[config.mk]
export PLATFORM = sky130hd
export DESIGN_NAME = decode_stage
export DESIGN_NICKNAME = d
export VERILOG_FILES = /design/src/rtl/decode_stage.sv
export SDC_FILE = /design/constraint.sdc
export NUM_CORES = 1
export LEC_CHECK = 0
export CAP_MARGIN = 20
export CORE_MARGIN = 1.5
export CORE_UTILIZATION = 30
export CTS_CLUSTER_SIZE = 40
export DETAILED_ROUTE_END_ITERATION = 8
export REMOVE_ABC_BUFFERS = 1
export SLEW_MARGIN = 20
export SYNTH_ARGS = -nofsm -noshare
export SYNTH_HDL_FRONTEND = slang
export SYNTH_SLANG_ARGS = --single-unit
[constraint.sdc]
create_clock -name clk -period 5.7 [get_ports clk]
set_clock_uncertainty 0.2 [all_clocks]
set_input_delay 0.57 -clock clk [delete_from_list [all_inputs] [get_ports clk]]
set_output_delay 0.57 -clock clk [all_outputs]
set_load 0.005 [all_outputs]
[src/rtl/decode_stage.sv]
// RV32I/M decode stage: combinational decode of the incoming word, registered into a
// two-entry (main + skid) output buffer with valid/ready handshakes and synchronous flush.
module decode_stage #(
   parameter int unsigned XLEN         = 32,
   parameter bit          ENABLE_M     = 1'b1,
   parameter bit          ENABLE_FENCE = 1'b1
) (
   input  logic            clk,
   input  logic            rst_n,
   input  logic            flush,
   input  logic            in_valid,
   output logic            in_ready,
   input  logic [31:0]     instr,
   input  logic [XLEN-1:0] in_pc,
   output logic            out_valid,
   input  logic            out_ready,
   output logic [3:0]      op_type,
   output logic [4:0]      rs1,
   output logic [4:0]      rs2,
   output logic [4:0]      rd,
   output logic [2:0]      funct3,
   output logic [6:0]      funct7,
   output logic [XLEN-1:0] imm,
   output logic [XLEN-1:0] out_pc,
   output logic            illegal
);

   // op_type encoding; LUI must stay 0 so the reset bundle reads as LUI
   localparam logic [3:0] OP_LUI     = 4'd0;
   localparam logic [3:0] OP_AUIPC   = 4'd1;
   localparam logic [3:0] OP_JAL     = 4'd2;
   localparam logic [3:0] OP_JALR    = 4'd3;
   localparam logic [3:0] OP_BRANCH  = 4'd4;
   localparam logic [3:0] OP_LOAD    = 4'd5;
   localparam logic [3:0] OP_STORE   = 4'd6;
   localparam logic [3:0] OP_OPIMM   = 4'd7;
   localparam logic [3:0] OP_OP      = 4'd8;
   localparam logic [3:0] OP_MISCMEM = 4'd9;
   localparam logic [3:0] OP_SYSTEM  = 4'd10;

   localparam logic [6:0] OPC_LUI     = 7'b0110111;
   localparam logic [6:0] OPC_AUIPC   = 7'b0010111;
   localparam logic [6:0] OPC_JAL     = 7'b1101111;
   localparam logic [6:0] OPC_JALR    = 7'b1100111;
   localparam logic [6:0] OPC_BRANCH  = 7'b1100011;
   localparam logic [6:0] OPC_LOAD    = 7'b0000011;
   localparam logic [6:0] OPC_STORE   = 7'b0100011;
   localparam logic [6:0] OPC_OPIMM   = 7'b0010011;
   localparam logic [6:0] OPC_OP      = 7'b0110011;
   localparam logic [6:0] OPC_MISCMEM = 7'b0001111;
   localparam logic [6:0] OPC_SYSTEM  = 7'b1110011;

   typedef struct packed {
      logic [3:0]      op;
      logic [4:0]      rs1;
      logic [4:0]      rs2;
      logic [4:0]      rd;
      logic [2:0]      f3;
      logic [6:0]      f7;
      logic [XLEN-1:0] imm;
      logic [XLEN-1:0] pc;
      logic            ill;
   } bundle_t;

   logic [6:0]  opc;
   logic [2:0]  f3;
   logic [6:0]  f7;
   logic [31:0] imm_i;
   logic [31:0] imm_s;
   logic [31:0] imm_b;
   logic [31:0] imm_j;
   logic [31:0] imm_u;

   assign opc   = instr[6:0];
   assign f3    = instr[14:12];
   assign f7    = instr[31:25];
   assign imm_i = {{20{instr[31]}}, instr[31:20]};
   assign imm_s = {{20{instr[31]}}, instr[31:25], instr[11:7]};
   assign imm_b = {{20{instr[31]}}, instr[7], instr[30:25], instr[11:8], 1'b0};
   assign imm_j = {{12{instr[31]}}, instr[19:12], instr[20], instr[30:21], 1'b0};
   assign imm_u = {instr[31:12], 12'b0};

   bundle_t     dec;
   logic        dec_ill;
   logic [31:0] dec_imm32;

   always_comb begin
      dec       = '0;
      dec_ill   = 1'b0;
      dec_imm32 = '0;
      case (opc)
         OPC_LUI: begin
            dec.op    = OP_LUI;
            dec.rd    = instr[11:7];
            dec_imm32 = imm_u;
         end
         OPC_AUIPC: begin
            dec.op    = OP_AUIPC;
            dec.rd    = instr[11:7];
            dec_imm32 = imm_u;
         end
         OPC_JAL: begin
            dec.op    = OP_JAL;
            dec.rd    = instr[11:7];
            dec_imm32 = imm_j;
         end
         OPC_JALR: begin
            dec.op    = OP_JALR;
            dec.rd    = instr[11:7];
            dec.rs1   = instr[19:15];
            dec.f3    = f3;
            dec_imm32 = imm_i;
            dec_ill   = (f3 != 3'b000);
         end
         OPC_BRANCH: begin
            dec.op    = OP_BRANCH;
            dec.rs1   = instr[19:15];
            dec.rs2   = instr[24:20];
            dec.f3    = f3;
            dec_imm32 = imm_b;
            dec_ill   = (f3 == 3'b010) || (f3 == 3'b011);
         end
         OPC_LOAD: begin
            dec.op    = OP_LOAD;
            dec.rd    = instr[11:7];
            dec.rs1   = instr[19:15];
            dec.f3    = f3;
            dec_imm32 = imm_i;
            dec_ill   = (f3 == 3'b011) || (f3[2:1] == 2'b11);
         end
         OPC_STORE: begin
            dec.op    = OP_STORE;
            dec.rs1   = instr[19:15];
            dec.rs2   = instr[24:20];
            dec.f3    = f3;
            dec_imm32 = imm_s;
            dec_ill   = (f3 > 3'b010);
         end
         OPC_OPIMM: begin
            dec.op    = OP_OPIMM;
            dec.rd    = instr[11:7];
            dec.rs1   = instr[19:15];
            dec.f3    = f3;
            dec_imm32 = imm_i;
            // shifts carry funct7 in the upper immediate bits; only SRAI may set bit 30
            if (f3 == 3'b001 || f3 == 3'b101) begin
               dec.f7  = f7;
               dec_ill = !((f7 == 7'b0000000) || (f7 == 7'b0100000 && f3 == 3'b101));
            end
         end
         OPC_OP: begin
            dec.op  = OP_OP;
            dec.rd  = instr[11:7];
            dec.rs1 = instr[19:15];
            dec.rs2 = instr[24:20];
            dec.f3  = f3;
            dec.f7  = f7;
            dec_ill = !((f7 == 7'b0000000) ||
                        (f7 == 7'b0100000 && (f3 == 3'b000 || f3 == 3'b101)) ||
                        (f7 == 7'b0000001 && ENABLE_M));
         end
         OPC_MISCMEM: begin
            dec.op  = OP_MISCMEM;
            dec.rd  = instr[11:7];
            dec.rs1 = instr[19:15];
            dec.f3  = f3;
            dec_ill = !ENABLE_FENCE;
         end
         OPC_SYSTEM: begin
            dec.op  = OP_SYSTEM;
            dec.rd  = instr[11:7];
            dec.rs1 = instr[19:15];
            dec.f3  = f3;
         end
         default: dec_ill = 1'b1;
      endcase
      dec.imm       = {XLEN{dec_imm32[31]}};
      dec.imm[31:0] = dec_imm32;
      if (dec_ill) begin
         dec     = '0;
         dec.op  = OP_SYSTEM;
         dec.ill = 1'b1;
      end
      dec.pc = in_pc;
   end

   bundle_t main_q, main_d;
   bundle_t skid_q, skid_d;
   logic    main_valid_q, main_valid_d;
   logic    skid_valid_q, skid_valid_d;
   logic    in_fire;
   logic    out_fire;

   assign in_ready = !skid_valid_q;
   assign in_fire  = in_valid && in_ready && !flush;
   assign out_fire = main_valid_q && out_ready;

   // skid is only ever occupied while main is full, so FIFO order falls out naturally
   always_comb begin
      main_d       = main_q;
      skid_d       = skid_q;
      main_valid_d = main_valid_q;
      skid_valid_d = skid_valid_q;
      if (flush) begin
         main_valid_d = 1'b0;
         skid_valid_d = 1'b0;
      end else if (out_fire) begin
         if (skid_valid_q) begin
            main_d       = skid_q;
            skid_valid_d = 1'b0;
         end else begin
            main_d       = in_fire ? dec : main_q;
            main_valid_d = in_fire;
         end
      end else if (in_fire) begin
         if (main_valid_q) begin
            skid_d       = dec;
            skid_valid_d = 1'b1;
         end else begin
            main_d       = dec;
            main_valid_d = 1'b1;
         end
      end
   end

   always_ff @(posedge clk or negedge rst_n) begin
      if (!rst_n) begin
         main_q       <= '0;
         skid_q       <= '0;
         main_valid_q <= 1'b0;
         skid_valid_q <= 1'b0;
      end else begin
         main_q       <= main_d;
         skid_q       <= skid_d;
         main_valid_q <= main_valid_d;
         skid_valid_q <= skid_valid_d;
      end
   end

   assign out_valid = main_valid_q;
   assign op_type   = main_q.op;
   assign rs1       = main_q.rs1;
   assign rs2       = main_q.rs2;
   assign rd        = main_q.rd;
   assign funct3    = main_q.f3;
   assign funct7    = main_q.f7;
   assign imm       = main_q.imm;
   assign out_pc    = main_q.pc;
   assign illegal   = main_q.ill;

endmodule

Yosys cells after proc, flatten, opt, wreduce, memory -nomap -nowiden
Cells that the tools add are included. W data, S select, Z words.

Word-level logic and storage cells: 100. Output and inout port bits: 96. Input bits: 69. Flip-flop bits (word level): 190.

Order comparisons: 1. Multiplexer cells: 24. Bitwise logic cells: 2. Eq/ne operators: 20. Reductions and logical operators: 33.

Operators by type and width (number): $mux W94 (6); $pmux W32 S5 (1); $pmux W4 S10 (1); $eq A7 B6 Y1 const B (4); $eq A7 B7 Y1 const B (4); $mux W5 (3); $eq A7 B5 Y1 const B (2); $pmux W7 S2 (1); $mux W1 (9); $reduce_bool A3 Y1 (3); $reduce_or A9 Y1 (1); $reduce_and A4 Y1 (2); $reduce_or A8 Y1 (1); $eq A7 B1 Y1 const B (1); $eq A7 B2 Y1 const B (1); $eq A7 B4 Y1 const B (1); $logic_not A7 Y1 (1); $logic_or A1 B1 Y1 (7); $mux W7 (1); $pmux W1 S7 (1); $eq A3 B2 Y1 const B (2); $reduce_or A3 Y1 (2); $logic_and A1 B1 Y1 (5); $reduce_or A5 Y1 (1); 13 further kinds (19).

Longest topological paths before layout
Gate-level depths: netlist (run 1).

Depth after elaboration: 11. Gate-level depth with buffers: 8. Mapped depth without buffers: 5.

Worst setup path after synthesis (run 1)
No wires, ideal clock.

Path type: input to register. Start: input port instr[26]. End: register main_q, in the netlist funct3[0]. Path slack: 3004 ps. Required time: 5396 ps. Path buffers: 2. Library setup time: 104 ps. Arrival: 2392 ps. Stages on the path: 7. Cell sequence: or4_1 or4_4 a21oi_2 nand2_1 buf_6 buf_6 o41ai_2.

Word-level cells in the longest chain between the ends: 10. Elaborated cells on any way between the ends: 18. Those cells by class: 2 x eq/ne; 8 x mux; 8 x reduce/logical.

Ends and longest elaborated chain: start: declaration (line 13) `input logic [31:0] instr,`; $eq A7 B6 Y1 (line 148, 159); $logic_and A1 B1 Y1 (on tied branches) (line 148, 159); $logic_or A1 B1 Y1 (on tied branches) (line 148, 158); $logic_not A1 Y1 or $logic_or A1 B1 Y1 (tied branches) (line 148, 159); $mux W1 or $logic_not A1 Y1 (tied branches) (line 146, 158); $pmux W1 S7 * (line 91) `case (opc)`; $mux W94 * (line 179) `if (dec_ill) begin`; $mux W94 (on tied branches) (line 216, 212); $mux W94 (on tied branches) (line 215, 208); $mux W94 * (line 207) `end else if (out_fire) begin`; end signal: assignment (line 233) `main_q <= main_d;`; end: declaration (line 187) `bundle_t main_q, main_d;`.

Every way passes the cells marked *; elsewhere a longest branch is shown, timed or not. The select of a mux whose other input is x is not followed. A chain may end at the register's enable or synchronous reset.

Final worst setup path (run 1)
Start: input port instr[2]. End: register main_q, in the netlist imm[5].

Word-level cells in the longest chain between the ends: 7. Elaborated cells on any way between the ends: 22. Those cells by class: 11 x eq/ne; 8 x mux; 3 x reduce/logical.

Ends and longest elaborated chain (line): $eq A7 B7 Y1 (tied with other cells) (91); $reduce_or A5 Y1 (no line) (tied with other cells); $pmux W1 S7 or $pmux W32 S5 (tied branches) (91); $mux W94 * (179); $mux W94 (on tied branches) (216, 212); $mux W94 (on tied branches) (215, 208); $mux W94 * (207).

Marked as above.

==> flow_metrics.env, run 1 <==
export IMPL_syn_inst=984
export IMPL_slew_violations=0
export IMPL_grt_overflow_total=0
export IMPL_postCtsSetupBuffers=0
export IMPL_multi_input_comb_area_um2=3970
export IMPL_period_share_pct=64.6
export IMPL_critical_path_startpoint_type="input port"
export IMPL_synth_cell_type_count=53
export IMPL_synth_top_cell_area_share_pct=52.3
export IMPL_cts_resized=0
export IMPL_grt_max_degree=104
export IMPL_syn_area_um2=9090
export IMPL_avgSynthCellArea_um2=9.24
export IMPL_grt_use_total_pct=17.6
export IMPL_crit_arrival_ns=3.75
export IMPL_dp_cells=1465
export IMPL_peakVddDrop_mv=0.198
export IMPL_initial_core_util_pct=30.6
export IMPL_synthArstFlopShare_pct=100
export IMPL_first_pass_iters=4
export IMPL_cts_tree="done"
export IMPL_crit_required_ns=5.77
export IMPL_reg2reg_depth=6
export IMPL_rsz0062_at_grt="no"
export IMPL_placed_area_um2=11000
export IMPL_cts_hold_buf=0
export IMPL_clk_pin_slew_ns=0.07
export IMPL_startpoint="instr[2]"
export IMPL_ys_warn_count=0
export IMPL_grt_pass1_wl_um=43200
export IMPL_crit_fanout=34
export IMPL_vias_per_cell=5.24
export IMPL_final_cell_area_um2=11600
export IMPL_hold_path_class="input port to asynchronous set/reset pin"
export IMPL_clk_latency_ns=0.43
export IMPL_crit_path_end="imm[5]$_DFFE_PN0P_"
export IMPL_cap_violations=0
export IMPL_worst_slew_pin_slew_ns=1.03
export IMPL_antenna_found_initial=0
export IMPL_r2r_slack_ns=2.80
export IMPL_drtIter0Drc=807
export IMPL_min_period_ns=3.68
export IMPL_reg2reg_to="skid_q[0]$_DFFE_PN0P_"
export IMPL_fin_cells=1497
export IMPL_synth_most_common_cell="nand2_1"
export IMPL_dr_total_vias=7839
export IMPL_relSlewSlack_pct=31.4
export IMPL_regArea_um2=4750
export IMPL_synth_common_cells="273 x nand2_1, 190 x dfrtp_1, 77 x a21oi_1, 77 x clkbuf_1, 54 x and3_1"
export IMPL_yosys_area_top_type="dfrtp_1"
export IMPL_fill_cells=2938
export IMPL_die_area_um2=31400
export IMPL_die_h_um=177
export IMPL_wire_per_inst_um=18.2
export IMPL_htreeDepth=4
export IMPL_dpl_hpwl_um=16900
export IMPL_first_global_vias=7456
export IMPL_ioPinCount=165
export IMPL_chipWidth_um=177
export IMPL_p_per_area_nw_per_um2=281
export IMPL_setup_viol=0
export IMPL_ys_flop_type="dfrtp_1"
export IMPL_rows=63
export IMPL_cts_sinks=190
export IMPL_ctsRootBufferMaster="clkbuf_16"
export IMPL_synthTopCellsByArea="dfrtp_1 52%, nand2_1 11%, a21oi_1 4.2%"
export IMPL_finalHoldViolations=0
export IMPL_outcome="completed"
export IMPL_fmax_mhz=272
export IMPL_clockBufferDepth=2
export IMPL_cts_buffers=17
export IMPL_crit_type="input port to flop"
export IMPL_wirelength_um=27300
export IMPL_insertedDiodeCount=0
export IMPL_r2r_start="out_valid$_DFFE_PN0P_"
export IMPL_io_buffer_count=164
export IMPL_routabilityCongestion=0.842
export IMPL_syn2layout_area_growth_pct=27.4
export IMPL_power_leakage_nw=5.08
export IMPL_cp_end_kind="flop"
export IMPL_synth_edff_count=0
export IMPL_ant_nets=0
export IMPL_ys_seq_area_share_pct=52.3
export IMPL_drc=0
export IMPL_core_um2=29700
export IMPL_yosys_register_bits=190
export IMPL_nets=1163
export IMPL_drive_gt1_share_pct=8.31
critical path, cell delays in order:
cell and delay, ns:
clkdlybuf4s50_1 0.76, nand4bb_1 0.54, nor4b_1 0.60, a21oi_2 0.21
nand2_2 0.35, buf_4 0.54, o41ai_1 0.15
sequential cells by signal, summed over array words and instances, names as in the netlist:
signal	cells
out_pc	32
skid_valid_q	1
funct7	7
rs2	5
illegal	1
skid_q	94
op_type	4
rd	5
rs1	5
out_valid	1
funct3	3
imm	32
cells in the final DEF, fill, tap and decap left out, drive strengths merged, types with 6 or more instances in the layout:
cell and instances:
and3 54, o21ai 20, clkbuf 21, and2 8, a31oi 36, o41ai 47
nor2 49, nand2 273, dfrtp 190, a21oi 80, nand3 11, o31ai 54
inv 9, buf 17, clkdlybuf4s50 163, nor2b 6
where the power goes:
group          leakage (nW)  switching, W  internal, W
registers              2.48     0.0000755      0.00148
logic                  2.31      0.000245     0.000235
clock network         0.279      0.000572     0.000641
total                  5.08      0.000893      0.00236
kinds of logic after synthesis:
| logic type | synth area share [%] |
|---|---|
| simple gates | 21.4 |
| compound gates | 21.5 |
| flops | 52.3 |
| buf+inv | 4.38 |
| xor+xnor | 0.193 |
| mux | 0.234 |
how the worst min path moves through the flow:
stage	start	endpoint	slack, ns	cells after the start
final	rst_n	skid_q[71]$_DFFE_PN0P_	0.01	1
after global routing	rst_n	skid_q[71]$_DFFE_PN0P_	0.09	1
after CTS	rst_n	skid_q[66]$_DFFE_PN0P_	0.07	1
after detailed placement	funct7[1]$_DFFE_PN0P_	funct7[1]$_DFFE_PN0P_	0.26	2
after global placement	skid_q[74]$_DFFE_PN0P_	skid_q[74]$_DFFE_PN0P_	0.25	2
after floorplan	rst_n	funct3[0]$_DFFE_PN0P_	0.07	0
stage by stage:
stage	hold WS, ns	power [W]	worst slack, ns	TNS (ns)	utilization, %
after global placement	0.251	0.00206	1.76	0	37.0
after floorplan	0.0744	0.00177	-4.01	-495.26	-
after detailed placement	0.257	0.00207	1.66	0	37.0
final	0.0140	0.00325	2.02	0	39.0
after CTS	0.0674	0.00329	2.14	0	39.0
after global routing	0.0883	0.00341	1.87	0	39.0
cell type report:
cell class | instances | share of cell area, %
repair buffers | 181 | 15.3
clock inverters | 12 | 1.09
well taps | 390 | 4.21
clock buffers | 20 | 3.94
multi-input cells | 701 | 34.3
flip-flops and latches | 190 | 41.0
inverters | 3 | 0.0972
metal layers:
metal | vias up | track usage, % | wire length, um
li1 | 3731 | - | -
met5 | - | 0 | 0
met1 | 3845 | 26.1 | 13100
met4 | 0 | 4.45 | 253
met2 | 245 | 26.4 | 12400
met3 | 18 | 2.81 | 1520
No activity file was read; power rests on OpenSTA's default activity.
==> run 2, diff against run 1 <==
clock period = 3.75 ns   (was 5.7 ns; I/O delays follow)
==> run 2 against run 1 <==
  * Non-clock buffer count increased by 13
  * Critical path depth stayed put
  * Worst hold slack improved by 0.25 ns
  * Global-route usage rose by 0.26 points
  * Total power grew 57%
  * Clock power increased by 64%
  * Routed wire length rose by 0.75%
  * Cell count up 0.87%
  * Largest power group unchanged
==> flow_metrics.env, run 2 (synthesis results as in run 1) <==
export IMPL_cpMaxStageDelayCell="or4_1"
export IMPL_fin_setup_tns_ns=0
export IMPL_fin_ws_ns=0.749
export IMPL_die_area_um2=31400
export IMPL_dr_total_vias=7912
export IMPL_grt_use_total_pct=17.8
export IMPL_min_period_ns=3.00
export IMPL_setup_viol=0
export IMPL_place_ws_ns=0.313
export IMPL_mostFrequentLayoutCell="nand2_1"
export IMPL_hold_path_class="flop to flop"
export IMPL_cts_tree="done"
export IMPL_syn2layout_area_growth_pct=29.8
export IMPL_intPower_w=0.00379
export IMPL_cp_end_kind="flop"
export IMPL_total_power_w=0.00510
export IMPL_crit_fanout=28
export IMPL_finalHoldViolations=0
export IMPL_drive_gt1_share_pct=9.20
export IMPL_antenna_found_initial=0
export IMPL_rsz0062_at_grt="no"
export IMPL_p_clk_share_pct=39.0
export IMPL_p_sw_w=0.00131
export IMPL_ioPinCount=165
export IMPL_outcome="completed"
export IMPL_drc=0
export IMPL_crit_chain="clkdlybuf4s50_1, or4_1, or3b_1, a21oi_2, nand2_2, buf_12, o41ai_1"
export IMPL_regMostFlops="skid_q"
export IMPL_insertedDiodeCount=0
export IMPL_final_cell_area_um2=11800
export IMPL_rows=63
export IMPL_routabilityCongestion=0.822
export IMPL_cts_resized=0
export IMPL_wire_per_inst_um=18.2
export IMPL_cts_sinks=190
export IMPL_first_pass_iters=5
export IMPL_initial_core_util_pct=30.6
export IMPL_crit_type="input port to flop"
export IMPL_whs_ns=0.268
export IMPL_htreeDepth=4
export IMPL_dpl_hpwl_um=17200
export IMPL_slew_violations=0
export IMPL_cap_violations=0
export IMPL_io_buffer_count=164
export IMPL_nets=1176
export IMPL_p_per_area_nw_per_um2=432
export IMPL_swShare_pct=25.7
export IMPL_period_share_pct=80.0
export IMPL_clk_latency_ns=0.42
export IMPL_clk_pin_slew_ns=0.07
export IMPL_wirelength_um=27500
export IMPL_ant_nets=0
export IMPL_cts_buffers=17
export IMPL_fmax_mhz=333
export IMPL_pwr_share_comb_pct=14.6
export IMPL_ctsRootBufferMaster="clkbuf_16"
export IMPL_first_global_vias=7655
export IMPL_crit_required_ns=3.87
export IMPL_final_cell_mix="271 x nand2_1, 190 x dfrtp_1, 163 x clkdlybuf4s50_1, 77 x a21oi_1, 53 x and3_1"
export IMPL_largest_register_ffs=94
export IMPL_die_h_um=177
export IMPL_worst_slew_pin_slew_ns=0.814
export IMPL_crit_arrival_ns=3.12
export IMPL_r2r_slack_ns=1.27
export IMPL_clockBufferDepth=2
export IMPL_slowest_delay_ns=0.61
export IMPL_power_leakage_nw=5.18
export IMPL_core_um2=29700
export IMPL_relSlewSlack_pct=45.5
export IMPL_placed_area_um2=11200
export IMPL_critical_path_startpoint_type="input port"
export IMPL_grt_max_degree=93
export IMPL_vias_per_cell=5.24
export IMPL_seq_power_share_pct=46.4
export IMPL_drtIter0Drc=697
export IMPL_chipWidth_um=177
export IMPL_grt_overflow_total=0
export IMPL_peakVddDrop_mv=0.277
export IMPL_grt_pass1_wl_um=44100
-- run 2: changes by cell type in the layout (fill, tap and decap cells not counted), sizes merged --
| cell | change |
|---|---|
| dlygate4sd3 | +1 |
| buf | +12 |
| inv | -2 |
| clkbuf | +1 |
| clkinv | -1 |
| clkinvlp | -1 |
| bufinv | +3 |
-- run 2: layout make-up --
| class | count | area (um2) |
|---|---|---|
| Timing Repair Buffer | 194 | 1940 |
| Clock inverter | 11 | 178 |
| Inverter | 3 | 11.3 |
| Sequential cell | 190 | 4750 |
| Clock buffer | 21 | 460 |
| Fill cell | 2964 | 17900 |
| Tap cell | 390 | 488 |
| Multi-Input combinational cell | 701 | 3970 |
-- run 2: path summary, 6_finish.rpt --
kind,depth (start not counted),from,to
max reg2reg,4,out_valid$_DFFE_PN0P_,imm[27]$_DFFE_PN0P_
min in group asynchronous,2,rst_n,funct7[4]$_DFFE_PN0P_
min reg2reg,2,funct7[6]$_DFFE_PN0P_,funct7[6]$_DFFE_PN0P_
max in group asynchronous,3,rst_n,skid_q[29]$_DFFE_PN0P_
max,7,instr[26],imm[11]$_DFFE_PN0P_
min,2,funct7[6]$_DFFE_PN0P_,funct7[6]$_DFFE_PN0P_
-- run 2: power by group through the flow --
stage	Combinational, W	Sequential (W)	Clock (W)
5_1_grt	0.000835	0.00239	0.00213
4_1_cts	0.000755	0.00237	0.00203
2_1_floorplan	0.000301	0.00239	0
3_5_place_dp	0.000751	0.00241	0
6_report	0.000745	0.00237	0.00199
3_3_place_gp	0.000740	0.00240	0
-- run 2: critical path, delay by kind of cell --
family | cells | cell delay [ns]
buffers and inverters | 2 | 0.72
AO/OA/AOI/OAI | 2 | 0.66
AND/OR/NAND/NOR | 3 | 1.34
-- run 2: stage by stage --
stage / utilization, % / instances
after CTS: 39.7 / 1510
after global placement: 37.5 / 1477
after floorplan: - / 894
final: 39.7 / 1510
after global routing: 39.7 / 1510
after detailed placement: 37.5 / 1477
-- run 2: layer usage --
metal	vias up	track usage, %	wire (um)
met2	287	27.6	12600
met4	0	3.57	309
met5	-	0	0
met3	19	3.69	1810
met1	3861	25.5	12700
li1	3745	-	-
-- run 2: timing repair --
| action | in CTS | in global routing |
|---|---|---|
| setup buffers | 0 | 0 |
| endpoints found under the hold margin | 81 | 0 |
| hold buffers | 1 | 0 |
==> run 3, diff against run 2 <==
clock period = 3 ns   (was 3.75 ns; I/O delays follow)
==> run 3 against run 2 <==
  * First-iteration DRC count down 9.0%
  * Combinational power up 28%
  * Largest power group unchanged
  * Clock power up 10%
  * Worst setup slack worse by 0.34 ns
  * Critical endpoint is now imm[2]$_DFFE_PN0P_
  * Critical path depth unchanged
  * Global-route usage down 0.39 points
  * Clock-buffer cell count down 4
  * Cell count up 1.5%
  * Register-to-register slack worse by 0.66 ns
==> flow_metrics.env, run 3 (synthesis results as in run 1) <==
export IMPL_outcome="completed"
export IMPL_cap_violations=0
export IMPL_vias_per_cell=5.22
export IMPL_critical_path_startpoint_type="input port"
export IMPL_regMostFlops="skid_q"
export IMPL_drtIter0Drc=634
export IMPL_path_depth=7
export IMPL_cpMaxStageDelayCell="or4_1"
export IMPL_path_buf_inv=2
export IMPL_routabilityCongestion=0.813
export IMPL_clockBufferDepth=2
export IMPL_finalHoldViolations=0
export IMPL_hold_path_class="input port to flop"
export IMPL_grt_max_degree=89
export IMPL_worst_slew_pin_slew_ns=0.761
export IMPL_rsz0062_at_grt="no"
export IMPL_regArea_um2=4750
export IMPL_htreeDepth=4
export IMPL_mostFrequentLayoutCell="nand2_1"
export IMPL_wirelength_um=27100
export IMPL_cp_top_family="simple AND/OR/NAND/NOR gates"
export IMPL_peakVddDrop_mv=0.338
export IMPL_fin_setup_tns_ns=0
export IMPL_crit_type="input port to flop"
export IMPL_final_cell_area_um2=11900
export IMPL_setup_viol=0
export IMPL_insertedDiodeCount=0
export IMPL_chipWidth_um=177
export IMPL_crit_chain="clkdlybuf4s50_1, or4_1, or4_4, a21oi_2, nand2_2, buf_12, o41ai_1"
export IMPL_nets=1199
export IMPL_first_global_vias=7674
export IMPL_largest_register_ffs=94
export IMPL_die_area_um2=31400
export IMPL_core_um2=29700
export IMPL_drc=0
export IMPL_ctsRootBufferMaster="clkbuf_16"
export IMPL_power_leakage_nw=5.28
export IMPL_wire_per_inst_um=17.7
export IMPL_multi_input_comb_area_um2=3970
export IMPL_crit_arrival_ns=2.70
export IMPL_grt_use_total_pct=17.4
export IMPL_grt_overflow_total=0
export IMPL_fmax_mhz=386
export IMPL_cts_buffers=17
export IMPL_drive_gt1_share_pct=11.1
export IMPL_fill_cells=2924
export IMPL_syn2layout_area_growth_pct=31.1
export IMPL_cts_sinks=190
export IMPL_ant_nets=0
export IMPL_antenna_found_initial=0
export IMPL_clk_pin_slew_ns=0.08
export IMPL_crit_required_ns=3.12
export IMPL_crit_fanout=29
export IMPL_initial_core_util_pct=30.6
export IMPL_die_h_um=177
export IMPL_first_pass_iters=5
export IMPL_cp_end_kind="flop"
export IMPL_period_share_pct=86.3
export IMPL_min_period_ns=2.59
export IMPL_slowest_delay_ns=0.60
export IMPL_dr_total_vias=8000
export IMPL_final_cell_mix="271 x nand2_1, 190 x dfrtp_1, 163 x clkdlybuf4s50_1, 77 x a21oi_1, 53 x and3_1"
export IMPL_grt_pass1_wl_um=43100
export IMPL_whs_path_depth=3
export IMPL_io_buffer_count=164
export IMPL_dpl_hpwl_um=17700
export IMPL_placed_area_um2=11400
export IMPL_cts_resized=0
export IMPL_p_per_area_nw_per_um2=511
export IMPL_ioPinCount=165
export IMPL_relSlewSlack_pct=49.3
export IMPL_slew_violations=0
export IMPL_clk_latency_ns=0.43
export IMPL_rows=63
export IMPL_cts_tree="done"
export IMPL_reg2reg_depth=4
-- run 3: cell count changes in the layout (fill, tap and decap cells not counted) --
cell,change
clkbuf_1,-2
buf_12,+3
inv_6,+3
clkbuf_8,-2
inv_8,+2
clkinvlp_4,-1
buf_4,+20
clkinv_4,+3
bufinv_16,-4
-- run 3: routing by layer --
layer / up-vias / GRT usage [%] / wire [um]
met5: - / 0 / 0
met4: 0 / 4.41 / 310
met3: 17 / 3.01 / 1540
met2: 263 / 27.5 / 12500
met1: 3931 / 24.6 / 12700
li1: 3789 / - / -
-- run 3: layout make-up --
class	count	area share, %
Inverter	3	0.0944
Multi-Input combinational cell	701	33.3
Sequential cell	190	39.9
Clock buffer	17	3.57
Clock inverter	14	1.05
Tap cell	390	4.09
Timing Repair Buffer	217	18.0
-- run 3: worst paths after layout --
check / from / to / slack (ns)
hold reg to reg: skid_q[70]$_DFFE_PN0P_ / skid_q[70]$_DFFE_PN0P_ / 0.27
setup / recovery: instr[26] / imm[2]$_DFFE_PN0P_ / 0.41
max in group asynchronous: rst_n / skid_q[19]$_DFFE_PN0P_ / 1.51
setup reg to reg: out_valid$_DFFE_PN0P_ / imm[8]$_DFFE_PN0P_ / 0.61
hold / removal: in_pc[26] / skid_q[27]$_DFFE_PN0P_ / 0.23
min in group asynchronous: rst_n / funct7[1]$_DFFE_PN0P_ / 0.26
-- run 3: metrics by stage --
stage	total power (W)	worst slack, ns	cells	utilization (%)	hold WS, ns
after floorplan	0.00337	-6.58	894	-	-0.196
after global placement	0.00394	0.0546	1500	38.2	0.202
after detailed placement	0.00397	-0.0260	1500	38.2	0.206
after CTS	0.00617	0.429	1532	40.1	0.212
after global routing	0.00641	0.259	1532	40.1	0.224
final	0.00610	0.412	1532	40.1	0.226
-- run 3: worst min-delay path: cells and delay by family --
family        cells  cell delay, ns
simple gates      2            0.11
buf+inv           1            0.42
-- run 3: repair_timing --
action / CTS / global route
setup endpoints to repair: 0 / 0
hold endpoints to repair: 83 / 0
hold buffers: 1 / 0
setup buffers: 0 / 0
-- run 3: where the power goes --
part / total [W] / internal [W] / switching, W
sequential: 0.00296 / 0.00282 / 0.000141
clock: 0.00219 / 0.00109 / 0.00109
combinational: 0.000951 / 0.000481 / 0.000470
total: 0.00610 / 0.00439 / 0.00170
